[config.mk]
export PLATFORM = sky130hd
export DESIGN_NAME = uart_cmd_decoder
export DESIGN_NICKNAME = d
export VERILOG_FILES = /design/src/rtl/monitor_pkg.sv /design/src/rtl/hex_char_decode.sv /design/src/rtl/uart_cmd_decoder.sv
export SDC_FILE = /design/constraint.sdc
export NUM_CORES = 1
export LEC_CHECK = 0
export CORE_MARGIN = 3
export CORE_UTILIZATION = 50
export CTS_CLUSTER_SIZE = 14
export DETAILED_ROUTE_END_ITERATION = 10
export PLACE_DENSITY = 0.74
export SETUP_SLACK_MARGIN = 0.02
export SYNTH_ARGS = -nofsm -noshare
export SYNTH_HDL_FRONTEND = slang
export SYNTH_SLANG_ARGS = --single-unit
[constraint.sdc]
create_clock -name clk -period 3.1 [get_ports clk]
set_input_delay 0.31 -clock clk [delete_from_list [all_inputs] [get_ports clk]]
set_output_delay 0.31 -clock clk [all_outputs]
set_load 0.1 [all_outputs]
[src/rtl/monitor_pkg.sv]
// Shared definitions for the ASCII monitor command path.
// Holds the ASCII constants, the decoder state encoding, the opcode encoding
// and a helper that maps a command letter to its opcode.
package monitor_pkg;

    localparam logic [7:0] ASCII_CR = 8'h0d;
    localparam logic [7:0] ASCII_LF = 8'h0a;
    localparam logic [7:0] ASCII_SP = 8'h20;
    localparam logic [7:0] ASCII_W  = 8'h77;
    localparam logic [7:0] ASCII_R  = 8'h72;
    localparam logic [7:0] ASCII_G  = 8'h67;
    localparam logic [7:0] ASCII_Q  = 8'h71;
    localparam logic [7:0] ASCII_S  = 8'h73;

    typedef enum logic [2:0] {
        ST_IDLE = 3'd0,
        ST_CMD  = 3'd1,
        ST_ARG1 = 3'd2,
        ST_ARG2 = 3'd3,
        ST_ERR  = 3'd4
    } state_t;

    typedef enum logic [2:0] {
        OP_NONE = 3'd0,
        OP_W    = 3'd1,
        OP_R    = 3'd2,
        OP_G    = 3'd3,
        OP_Q    = 3'd4,
        OP_S    = 3'd5
    } opcode_t;

    // Command letters are lower case only; anything else maps to OP_NONE.
    function automatic opcode_t char_to_op(input logic [7:0] ch);
        opcode_t op;
        case (ch)
            ASCII_W: op = OP_W;
            ASCII_R: op = OP_R;
            ASCII_G: op = OP_G;
            ASCII_Q: op = OP_Q;
            ASCII_S: op = OP_S;
            default: op = OP_NONE;
        endcase
        return op;
    endfunction

endpackage

[src/rtl/hex_char_decode.sv]
// Combinational ASCII hex digit decoder (inverse of the transmit-side nibble
// encoder).
// Ports:
//   ch      in  8  ASCII character
//   is_hex  out 1  ch is 0-9, a-f or A-F
//   nibble  out 4  value of the digit (0 when not hex)
module hex_char_decode
    import monitor_pkg::*;
(
    input  logic [7:0] ch,
    output logic       is_hex,
    output logic [3:0] nibble
);

    // Range-classify the character; letters use low nibble + 9 ('a'/'A' -> 1 + 9).
    always_comb begin
        is_hex = 1'b0;
        nibble = 4'd0;
        if ((ch >= 8'h30) && (ch <= 8'h39)) begin
            is_hex = 1'b1;
            nibble = ch[3:0];
        end else if (((ch >= 8'h61) && (ch <= 8'h66)) ||
                     ((ch >= 8'h41) && (ch <= 8'h46))) begin
            is_hex = 1'b1;
            nibble = ch[3:0] + 4'd9;
        end else begin
            is_hex = 1'b0;
            nibble = 4'd0;
        end
    end

endmodule

[src/rtl/uart_cmd_decoder.sv]
// ASCII monitor command decoder on the UART receive path.
// Parses "w addr data", "r addr", "g", "q", "s" lines terminated by CR and
// issues memory/CPU controls plus a newline-echo request.
// Ports:
//   clk, rst_n            clock, async active-low reset
//   rx_char, rx_char_en   received character and its one-cycle strobe
//   cmd_addr, cmd_wdata   command address / write data, held until next command
//   cmd_wr, cmd_rd        one-cycle write / read-request pulses
//   cpu_run               CPU run enable level
//   cpu_step              one-cycle single-step pulse
//   crlf_req              one-cycle newline-echo request
//   cmd_err               one-cycle error pulse
module uart_cmd_decoder
    import monitor_pkg::*;
#(
    parameter int ADDR_W = 16,
    parameter int DATA_W = 32
) (
    input  logic              clk,
    input  logic              rst_n,
    input  logic [7:0]        rx_char,
    input  logic              rx_char_en,
    output logic [ADDR_W-1:0] cmd_addr,
    output logic [DATA_W-1:0] cmd_wdata,
    output logic              cmd_wr,
    output logic              cmd_rd,
    output logic              cpu_run,
    output logic              cpu_step,
    output logic              crlf_req,
    output logic              cmd_err
);

    state_t            state_r;
    opcode_t           op_r;
    logic [DATA_W-1:0] acc1_r;
    logic [DATA_W-1:0] acc2_r;
    logic              has1_r;
    logic              has2_r;
    logic [ADDR_W-1:0] addr_r;
    logic [DATA_W-1:0] wdata_r;
    logic              wr_r;
    logic              rd_r;
    logic              run_r;
    logic              step_r;
    logic              crlf_r;
    logic              err_r;

    logic              is_hex_s;
    logic [3:0]        nibble_s;
    opcode_t           char_op_s;
    logic              exec_ok_s;

    hex_char_decode u_hex (
        .ch     (rx_char),
        .is_hex (is_hex_s),
        .nibble (nibble_s)
    );

    assign char_op_s = char_to_op(rx_char);

    // Argument rules for the latched opcode, evaluated when the CR arrives.
    always_comb begin
        exec_ok_s = 1'b0;
        case (op_r)
            OP_W:    exec_ok_s = has1_r & has2_r;
            OP_R:    exec_ok_s = has1_r & ~has2_r;
            OP_G:    exec_ok_s = ~has1_r & ~has2_r;
            OP_Q:    exec_ok_s = ~has1_r & ~has2_r;
            OP_S:    exec_ok_s = ~has1_r & ~has2_r & ~run_r;
            default: exec_ok_s = 1'b0;
        endcase
    end

    // Line parser FSM with registered command outputs.
    always_ff @(posedge clk or negedge rst_n) begin
        if (!rst_n) begin
            state_r <= ST_IDLE;
            op_r    <= OP_NONE;
            acc1_r  <= '0;
            acc2_r  <= '0;
            has1_r  <= 1'b0;
            has2_r  <= 1'b0;
            addr_r  <= '0;
            wdata_r <= '0;
            wr_r    <= 1'b0;
            rd_r    <= 1'b0;
            run_r   <= 1'b0;
            step_r  <= 1'b0;
            crlf_r  <= 1'b0;
            err_r   <= 1'b0;
        end else begin
            wr_r   <= 1'b0;
            rd_r   <= 1'b0;
            step_r <= 1'b0;
            crlf_r <= 1'b0;
            err_r  <= 1'b0;
            // LF is ignored everywhere so CR/LF and bare CR line endings both work.
            if (rx_char_en && (rx_char != ASCII_LF)) begin
                if (rx_char == ASCII_CR) begin
                    if (state_r == ST_IDLE) begin
                        crlf_r <= 1'b1;
                    end else if (state_r == ST_ERR) begin
                        err_r <= 1'b1;
                    end else if (exec_ok_s) begin
                        case (op_r)
                            OP_W: begin
                                addr_r  <= acc1_r[ADDR_W-1:0];
                                wdata_r <= acc2_r;
                                wr_r    <= 1'b1;
                                crlf_r  <= 1'b1;
                            end
                            OP_R: begin
                                // Readback line supplies its own CR/LF.
                                addr_r <= acc1_r[ADDR_W-1:0];
                                rd_r   <= 1'b1;
                            end
                            OP_G: begin
                                run_r  <= 1'b1;
                                crlf_r <= 1'b1;
                            end
                            OP_Q: begin
                                run_r  <= 1'b0;
                                crlf_r <= 1'b1;
                            end
                            OP_S: begin
                                step_r <= 1'b1;
                                crlf_r <= 1'b1;
                            end
                            default: err_r <= 1'b1;
                        endcase
                    end else begin
                        err_r <= 1'b1;
                    end
                    // Every CR ends the line: back to a clean IDLE.
                    state_r <= ST_IDLE;
                    op_r    <= OP_NONE;
                    acc1_r  <= '0;
                    acc2_r  <= '0;
                    has1_r  <= 1'b0;
                    has2_r  <= 1'b0;
                end else begin
                    case (state_r)
                        ST_IDLE: begin
                            if (char_op_s != OP_NONE) begin
                                op_r    <= char_op_s;
                                state_r <= ST_CMD;
                            end else if (rx_char != ASCII_SP) begin
                                state_r <= ST_ERR;
                            end
                        end
                        ST_CMD: begin
                            state_r <= (rx_char == ASCII_SP) ? ST_ARG1 : ST_ERR;
                        end
                        ST_ARG1: begin
                            if (is_hex_s) begin
                                // Oldest digit shifts out: the last 8 digits win.
                                acc1_r <= {acc1_r[DATA_W-5:0], nibble_s};
                                has1_r <= 1'b1;
                            end else if (rx_char == ASCII_SP) begin
                                // Leading spaces are ignored; a separator is only legal for w.
                                if (has1_r) begin
                                    state_r <= (op_r == OP_W) ? ST_ARG2 : ST_ERR;
                                end
                            end else begin
                                state_r <= ST_ERR;
                            end
                        end
                        ST_ARG2: begin
                            if (is_hex_s) begin
                                acc2_r <= {acc2_r[DATA_W-5:0], nibble_s};
                                has2_r <= 1'b1;
                            end else begin
                                state_r <= ST_ERR;
                            end
                        end
                        ST_ERR: begin
                            state_r <= ST_ERR;
                        end
                        default: begin
                            state_r <= ST_IDLE;
                        end
                    endcase
                end
            end
        end
    end

    assign cmd_addr  = addr_r;
    assign cmd_wdata = wdata_r;
    assign cmd_wr    = wr_r;
    assign cmd_rd    = rd_r;
    assign cpu_run   = run_r;
    assign cpu_step  = step_r;
    assign crlf_req  = crlf_r;
    assign cmd_err   = err_r;

endmodule

# Yosys cells after proc, flatten, opt, wreduce, memory -nomap -nowiden
# Cells that the tools add are included.
# op_classes
add_sub_neg,1
order_cmp,6
n_eq_ne,22
muxes,61
bitwise,9
n_reduce_logical,24
# op_table
operator,n
$mux 32,3
$mux 16,3
$eq 8x7->1 const B,5
$mux 1,37
$mux 3,12
$pmux 3 s5,2
$reduce_and 6->1,3
$ge 8x7->1 const B,2
$le 8x7->1 const B,2
$eq 3x2->1 const B,4
$reduce_bool 2->1,6
$eq 3x3->1 const B,3
$reduce_and 3->1,3
$eq 8x4->1 const B,1
$eq 8x6->1 const B,1
$ge 8x6->1 const B,1
$le 8x6->1 const B,1
$mux 4,2
$ne 8x4->1 const B,1
$ne 8x6->1 const B,1
$eq 3x1->1 const B,2
$ne 3x3->1 const B,2
$not 1->1,5
$reduce_and 5->1,1
other kinds (13),20
# word_totals
register_bits,110
out_inout_bits,54
elab_cells,137

# Longest topological paths before layout
# Gate-level depths: netlist of the first run.
# logic_depth
depth_word,9
mapped_depth,8

# Modules after synthesis
# Synthesis of the first run repeated with hierarchy kept, for this count alone.
# hier_totals
cells_unflattened,355
hier_area_um2,4715.8
# by_module_without_submodules
module,instances,cells_per_inst,area_each_um2
uart_cmd_decoder,1,330,4523.1
hex_char_decode,1,25,192.7

# Least setup slack after synthesis of the first run
# Ideal clock, no wire load.
# synth_timing
path_type,register -> register
start,register run_r (netlist: cpu_run)
end,register wdata_r[10] (netlist: cmd_wdata[10])
setup_time_ns,0.126
arrival_time_ns,2.384
t_required_ns,2.974
setup_slack_ns,0.590
path_stages_with_launch,7
synth_period_minus_slack_ns,2.510
path_cell_list,dfrtp_1 a21oi_1 a221oi_1 nor4_4 nand2_1 buf_4 mux2_2
# synth_between
elab_chain_cells,4
# synth_lines
element,line,text
"start, declared",uart_cmd_decoder.sv:43,logic run_r;
"start signal, assigned",uart_cmd_decoder.sv:87,run_r <= 1'b0;
"start signal, assigned",uart_cmd_decoder.sv:118,run_r <= 1'b1;
"start signal, assigned",uart_cmd_decoder.sv:122,run_r <= 1'b0;
$not 1->1,uart_cmd_decoder.sv:69,OP_S: exec_ok_s = ~has1_r & ~has2_r & ~run_r;
$and 1x1->1,uart_cmd_decoder.sv:69,
$pmux 1 s4,uart_cmd_decoder.sv:64,case (op_r)
$reduce_and 6->1 (no line),--,
"end signal, assigned",uart_cmd_decoder.sv:108,wdata_r <= acc2_r;
"end, declared",uart_cmd_decoder.sv:40,logic [DATA_W-1:0] wdata_r;
# No other way between the ends.
# A chain may end at the register's enable or synchronous reset.

# Worst setup path in the final report of the first run
# layout_timing
start,input port rx_char[1]
end,register wdata_r[7] (netlist: cmd_wdata[7])
# layout_between
elab_chain_cells,3
word_cells_on_any_way,4
classes_between,2 x eq/ne; 2 x reduce/logical
# layout_lines
element,line,text
"start, declared",uart_cmd_decoder.sv:21,"input logic [7:0] rx_char,"
$ne 8x4->1,uart_cmd_decoder.sv:98,if (rx_char_en && (rx_char != ASCII_LF)) begin
$logic_and 1x1->1,uart_cmd_decoder.sv:98,
$reduce_and 6->1 (no line) *,--,
# Every way passes the cells marked *; elsewhere a longest branch is shown, timed or not.

==> impl_results.md, run 1 <==
* Maximum vdd drop at around 0.24 mV
* Pin count of the biggest net entering global routing at 70
* N_diodes at 0
* Core ar. at around 8900 um2
* Grt met3 use at 4.398%
* Syn-to-layout area delta at 21.29%
* Number of global-route vias before repair at 3067
* Crit Path Class: in2reg
* Port Buf Inserts at 64
* Seq cells post-synth at 110
* Synth Instances at roughly 370
* Post-synthesis sequential area ratio at approximately three fifths
* Total clock sinks at 110
* Critical Path RT at between 3 and 4 ns
* Post-Layout Cell Count at 548
* Max-slew headroom at 34.53%
* Nets at about 450
* RSZ-0062 raised after global routing: no
* Mapped Area at 4677 um2
* Fmax at 394.4 MHz
* Via/cell ratio at 5.620
* CP delay by family, top: simple AND/OR/NAND/NOR gates
* Total grt overflow at 0
* Clock Path Buffers at 2
* Max-slew violations at 0
* Hold Crit Class: in2async
* TNS Setup at 0 ns
* Crit-path cells: clkdlybuf4s50_1, inv_1, ha_1, nand4b_1, or3_4, nor4_4, nand2_1, buf_4, mux2_2
* Avg Inst Size Synth at ~13 um2
* # resized after CTS at 0
* Filler cells at 693
* WL per Instance at 16.71 um
* Nets in the synthesized netlist at about 380
* P per Cell Area at around 420 nW/um2
* Leak pwr at approximately 2.7 nW
* TritonCTS clock tree: built
* CTS Root Cell: clkbuf_8
* Synthesis Warnings at 0
* CP startpoint kind: input pin
* Boundary pin count at 65
* Post-synth ARST share at 100.0%
* Status: complete, no violations
* Top FF cell, synth: dfrtp_1
* Slowest stage delay, CP at 0.49 ns
* Detail Route Antenna Nets at 0
* CP max FO at 32
* CP Data Arrival Time at 2.79 ns
* CTS buffer count at 9
* Worst Clk Skew at 0.02116 ns
* Critical Path Slowest Stage Cell: clkdlybuf4s50_1
* Final min period at 2.536 ns
* Met2 usage at around 28%
* Worst-margin pin slew at 0.9790 ns
* Share of cells above drive strength 1 at 21.14%
* Crit path capture type: flop
* Dpl hpwl at 6362 um
* Critical path buffer and inverter count at 3
* GP Congestion at ~0.86
* Worst-Skew Late Latency at 0.37 ns
* Initial detailed-routing violation count at 210
* Placed insts at 532
* Post-synth EDFFs at 0
* Vias at ~3000
* Width of the die at approximately 100 um
* Cell variety after synth at 52
* GR peak layer: met2
* DR DRC count at 0
* # rows at 34
* Initial antenna violation count at 0
* # Max-Cap Violations at 0
* Die area at 10550 um2
* Clk slew on worst S/H paths at 0.10 ns
* Post-Route WL at 9157 um
* Final Hold Viols at 0
* Global-route wire length before repair at between 15000 and 20000 um
* GRT met1 Usage at 27.50%
* GR Util All Layers at around a fifth
* H-tree depth at 3
* 1st-pass router iterations at 4
* Final setup fails at 0
* Die height at 102.7 um
* Starting density of the core at 52.60%
* Final worst-path cycle share at 81.80%
-- placed cells by master (no fill, tap or decap), types with 9 or more instances in the layout --
master and count:
nor2_1 13, mux2_2 41, mux2_4 10, a22o_1 31
clkbuf_8 9, nand3_1 16, o21ai_0 19, dfrtp_1 110
nand2_1 15, inv_1 21, clkdlybuf4s50_1 62, buf_4 11
-- flip-flops by register name, summed over array words and instances (netlist names) --
name and flops:
cpu_step 1, cmd_addr 16, cmd_err 1, cmd_wr 1, crlf_req 1, has2_r 1, acc2_r 32, has1_r 1
state_r 3, cmd_wdata 32, acc1_r 16, cpu_run 1, cmd_rd 1, op_r 3
-- layer usage --
metal | part of all wire (%) | up-vias
li1 | - | 1467
met1 | 47 | 1533
met2 | 47 | 74
met3 | 4.8 | 6
met4 | 0.78 | 0
met5 | 0 | -
-- kinds of logic (layout without fill, tap and decap cells) --
group | Yosys count | count (layout) | synth area share, %
flops | 110 | 110 | 58.86
compound gates | 82 | 82 | 13.16
simple gates | 76 | 76 | 9.283
mux | 52 | 52 | 13.30
buf+inv | 42 | 113 | 3.772
fa+ha+maj | 4 | 4 | 1.070
xor+xnor | 3 | 3 | 0.5619
-- final timing paths --
kind,from,endpoint,slack [ns],depth (start not counted)
max in group asynchronous,rst_n,cmd_wdata[31],1.89,3
min reg2reg,acc1_r[13],acc1_r[13],0.51,2
max,rx_char[1],cmd_wdata[7],0.56,9
min in group clk,acc1_r[13],acc1_r[13],0.51,2
max reg2reg,op_r[0],cmd_wdata[7],0.72,6
min,rst_n,cmd_addr[0],0.47,2
-- stage by stage --
stage	cell area (um2)	hold WS, ns	worst slack [ns]	power, W	utilization, %
4_1_cts	5673	0.4721	0.5819	0.002399	63.81
3_5_place_dp	5480	0.3347	0.1829	0.001605	61.64
2_1_floorplan	4677	0.01441	0.5902	0.001538	-
5_1_grt	5673	0.5154	0.4229	0.002463	63.81
3_3_place_gp	5480	0.3225	0.2516	0.001600	61.64
6_report	5673	0.4687	0.5642	0.002378	63.81
-- report_power, final --
part	internal, W	total, W	switching [W]
Sequential	0.00144	0.00146	0.0000176
Clock	0.000302	0.000801	0.000500
Combinational	0.0000440	0.000117	0.0000734
-- cells in the mapped netlist, drive strengths merged (2+ instances only) --
library cell	n	area (um2)
o21a	3	22.52
a22o	31	271.5
a31o	2	17.52
nand3	17	90.09
a21oi	5	28.78
mux2	51	611.8
o21ai	19	95.09
dfrtp	110	2753
nor4	3	33.78
nand2	15	56.30
nand4	4	25.02
nor4b	2	17.52
nor2	14	52.55
a21o	3	22.52
xor2	2	17.52
nor3	2	10.01
o21bai	2	15.01
ha	4	50.05
clkbuf	14	52.55
inv	21	78.83
o211ai	2	15.01
buf	7	45.04
o2111ai	3	26.28
or2	2	12.51
nor2b	4	25.02
and3	2	12.51
or3	3	28.78
a31oi	4	25.02
nor4bb	2	20.02
-- area by class of cell --
| class | count | area [um2] | area share (%) |
|---|---|---|---|
| sequential | 110 | 2753 | 48.52 |
| multi-input combinational | 217 | 1750 | 30.86 |
| timing repair buffer | 77 | 773.2 | 13.63 |
| tap | 108 | 135.1 | 2.382 |
| clock buffer | 9 | 123.9 | 2.184 |
| inverter | 21 | 78.83 | 1.390 |
| clock inverter | 6 | 58.81 | 1.037 |
-- timing repair --
item	4_1_cts	5_1_grt
endpoints found under the hold margin	41	0
endpoints found under the setup margin	0	0
hold buffers	1	0
setup buffers	0	0
Note: power is estimated with default switching activity, not from simulation.
==> run 2: changes to the inputs <==
--- a/config.mk
+++ b/config.mk
@@ -6,10 +6,10 @@
 export NUM_CORES = 1
 export LEC_CHECK = 0
 export CORE_MARGIN = 3
-export CORE_UTILIZATION = 50
+export CORE_UTILIZATION = 49
 export CTS_CLUSTER_SIZE = 14
 export DETAILED_ROUTE_END_ITERATION = 10
-export PLACE_DENSITY = 0.74
+export PLACE_DENSITY = 0.76
 export SETUP_SLACK_MARGIN = 0.02
 export SYNTH_ARGS = -nofsm -noshare
 export SYNTH_HDL_FRONTEND = slang
==> constraint.sdc (replaced) <==
create_clock -name clk -period 2.1 [get_ports clk]
set_input_delay 0.21 -clock clk [delete_from_list [all_inputs] [get_ports clk]]
set_output_delay 0.21 -clock clk [all_outputs]
set_load 0.1 [all_outputs]
==> impl_results.md, run 2 (synthesis gave the netlist of run 1 again) <==
* Final worst-path cycle share at 94.13%
* Starting density of the core at 50.62% (-2.0 points)
* Worst-Skew Late Latency at 0.37 ns (about the same)
* Global-route wire length before repair at 16200 um (+5.0%)
* Share of cells above drive strength 1 at 40.71% (+20 points)
* Boundary pin count at 65 (unchanged)
* CTS Root Cell: clkbuf_8
* Worst-margin pin slew at 0.5050 ns (-0.4740 ns)
* H-tree depth at 3 (unchanged)
* Core ar. at 9240 um2 (+3.9%)
* Post-Route WL at 9720 um (+6.1%)
* Vias at 3260 (+5.8%)
* Crit path capture type: flop
* Total clock sinks at 110 (unchanged)
* Detail Route Antenna Nets at 0 (unchanged)
* Most frequent cells in the layout: dfrtp_1 (108), buf_4 (96), mux2_2 (41), a22o_1 (31), inv_1 (20)
* # rows at 35 (+2.9%)
* Via/cell ratio at 5.362 (-4.6%)
* Port Buf Inserts at 64 (unchanged)
* Initial antenna violation count at 0 (unchanged)
* RSZ-0062 raised after global routing: no
* Clk slew on worst S/H paths at 0.12 ns (+0.02 ns)
* Final Hold Viols at 0 (unchanged)
* R2r setup slk at 0.12 ns (-0.60 ns)
* Final min period at around 2 ns
* Final Power at 0.003633 W (+53%)
* Placed cell areas at 5688 um2 (+3.8%)
* Fmax at 505.9 MHz
* Hold Crit Class: in2async
* Number of global-route vias before repair at 3215 (+4.8%)
* Final Core Density at 65.15% (+1.3 points)
* Leak pwr at 3.102 nW (+16%)
* WL per Instance at 15.99 um (-4.3%)
* Maximum vdd drop at 0.3799 mV (+58%)
* Cell area after layout at 6020 um2 (+6.1%)
* R2R cell count at 6 (unchanged)
* Syn-to-layout area delta at 28.71%
* Width of the die at 103.7 um (+0.95%)
* Critical Path Slowest Stage Cell: dfrtp_2
* R2r endpoint: cmd_wdata[30]
* Total grt overflow at 0 (unchanged)
* Dpl hpwl at 6777 um (+6.5%)
* Worst reg2reg path startpoint: op_r[2]
* N_diodes at 0 (unchanged)
* Critical Path RT at 2.36 ns (-0.99 ns)
* GP Congestion at 0.8637 (about the same)
* CTS buffer count at 9 (unchanged)
* TritonCTS clock tree: built
* Final setup fails at 0 (unchanged)
* Pin count of the biggest net entering global routing at 43 (-39%)
* Status: complete, no violations
* 1st-pass router iterations at 4 (unchanged)
* CP Data Arrival Time at 2.23 ns (-0.56 ns)
* CP startpoint kind: flop
* Crit Path Class: reg2reg
* Commonest non-fill, non-tap cell in the layout: dfrtp_1
* Initial detailed-routing violation count at 174 (-17%)
* Max-slew headroom at 66.33% (+32 points)
* Die area at 10750 um2 (+1.9%)
* DR DRC count at 0 (unchanged)
* Worst Clk Skew at 0.01404 ns (-0.007122 ns)
* P per Cell Area at 603.6 nW/um2 (+44%)
* Crit-path cells: nor3b_4, a21boi_2, nor4_4, nand2_4, clkbuf_16, mux2_2
* Max-slew violations at 0 (unchanged)
* Slowest stage delay, CP at 0.48 ns (about the same)
* Die height at 103.7 um (+0.95%)
* Nets at 489 (+8.4%)
* Clock Path Buffers at 2 (unchanged)
* # Max-Cap Violations at 0 (unchanged)
* CP max FO at 8 (-75%)
* GR Util All Layers at 18.19% (-0.58 points)
-- run 2: area by class of cell --
cell class / instances / area [um2]
Clock buffer: 9 / 123.9
Inverter: 21 / 78.83
Sequential cell: 110 / 2758
Timing Repair Buffer: 115 / 1022
Multi-Input combinational cell: 217 / 1802
Clock inverter: 7 / 73.82
Fill cell: 693 / 3221
Tap cell: 129 / 161.4
-- run 2: report_power, final --
part	switching (W)	internal, W	total [W]
sequential	0.0000265	0.00213	0.00216
combinational	0.000120	0.0000920	0.000212
clock	0.000793	0.000473	0.00127
-- run 2: what timing repair did --
item                                    CTS  global route
gates cloned                              0             3
hold buffers                              1             0
hold endpoints to repair                 36             0
endpoints found under the setup margin   32            97
gates resized for setup                   1            16
buffers inserted                          0             1
pin swaps                                 0             6
-- run 2: stage by stage --
| step | worst slack [ns] | hold WS [ns] | std cells | setup TNS [ns] |
|---|---|---|---|---|
| 2_1_floorplan | 0.02664 | -0.08559 | 369 | 0 |
| 3_3_place_gp | -0.3606 | 0.2069 | 587 | -32.72 |
| 3_5_place_dp | -0.4589 | 0.2167 | 587 | -37.89 |
| 4_1_cts | 0.004921 | 0.3470 | 604 | 0 |
| 5_1_grt | 0.03539 | 0.3907 | 608 | 0 |
| 6_report | 0.1232 | 0.3354 | 608 | 0 |
-- run 2: worst max path at each step --
stage	from	cells after the start	endpoint
final	op_r[2]	6	cmd_wdata[30]
after global routing	op_r[2]	6	cmd_wdata[30]
after CTS	rx_char[4]	8	acc1_r[1]
after global placement	rx_char[1]	9	acc2_r[2]
after detailed placement	rx_char[1]	9	acc2_r[16]
after floorplan	rx_char[1]	8	acc2_r[3]
-- run 2: critical path: cells and delay by family, from the launching register on --
| family | cells | cell delay [ns] |
|---|---|---|
| AND/OR/NAND/NOR | 3 | 0.79 |
| AO/OA/AOI/OAI | 1 | 0.11 |
| multiplexers | 1 | 0.26 |
| flip-flops | 1 | 0.48 |
| buffers and inverters | 1 | 0.21 |
-- run 2: per-layer routing --
| layer | global-route usage [%] | vias up | wire, um |
|---|---|---|---|
| li1 | - | 1560 | - |
| met1 | 26.91 | 1603 | 4585 |
| met2 | 27.85 | 85 | 4537 |
| met3 | 3.302 | 12 | 427 |
| met4 | 5.033 | 0 | 170 |
| met5 | 0 | - | 0 |
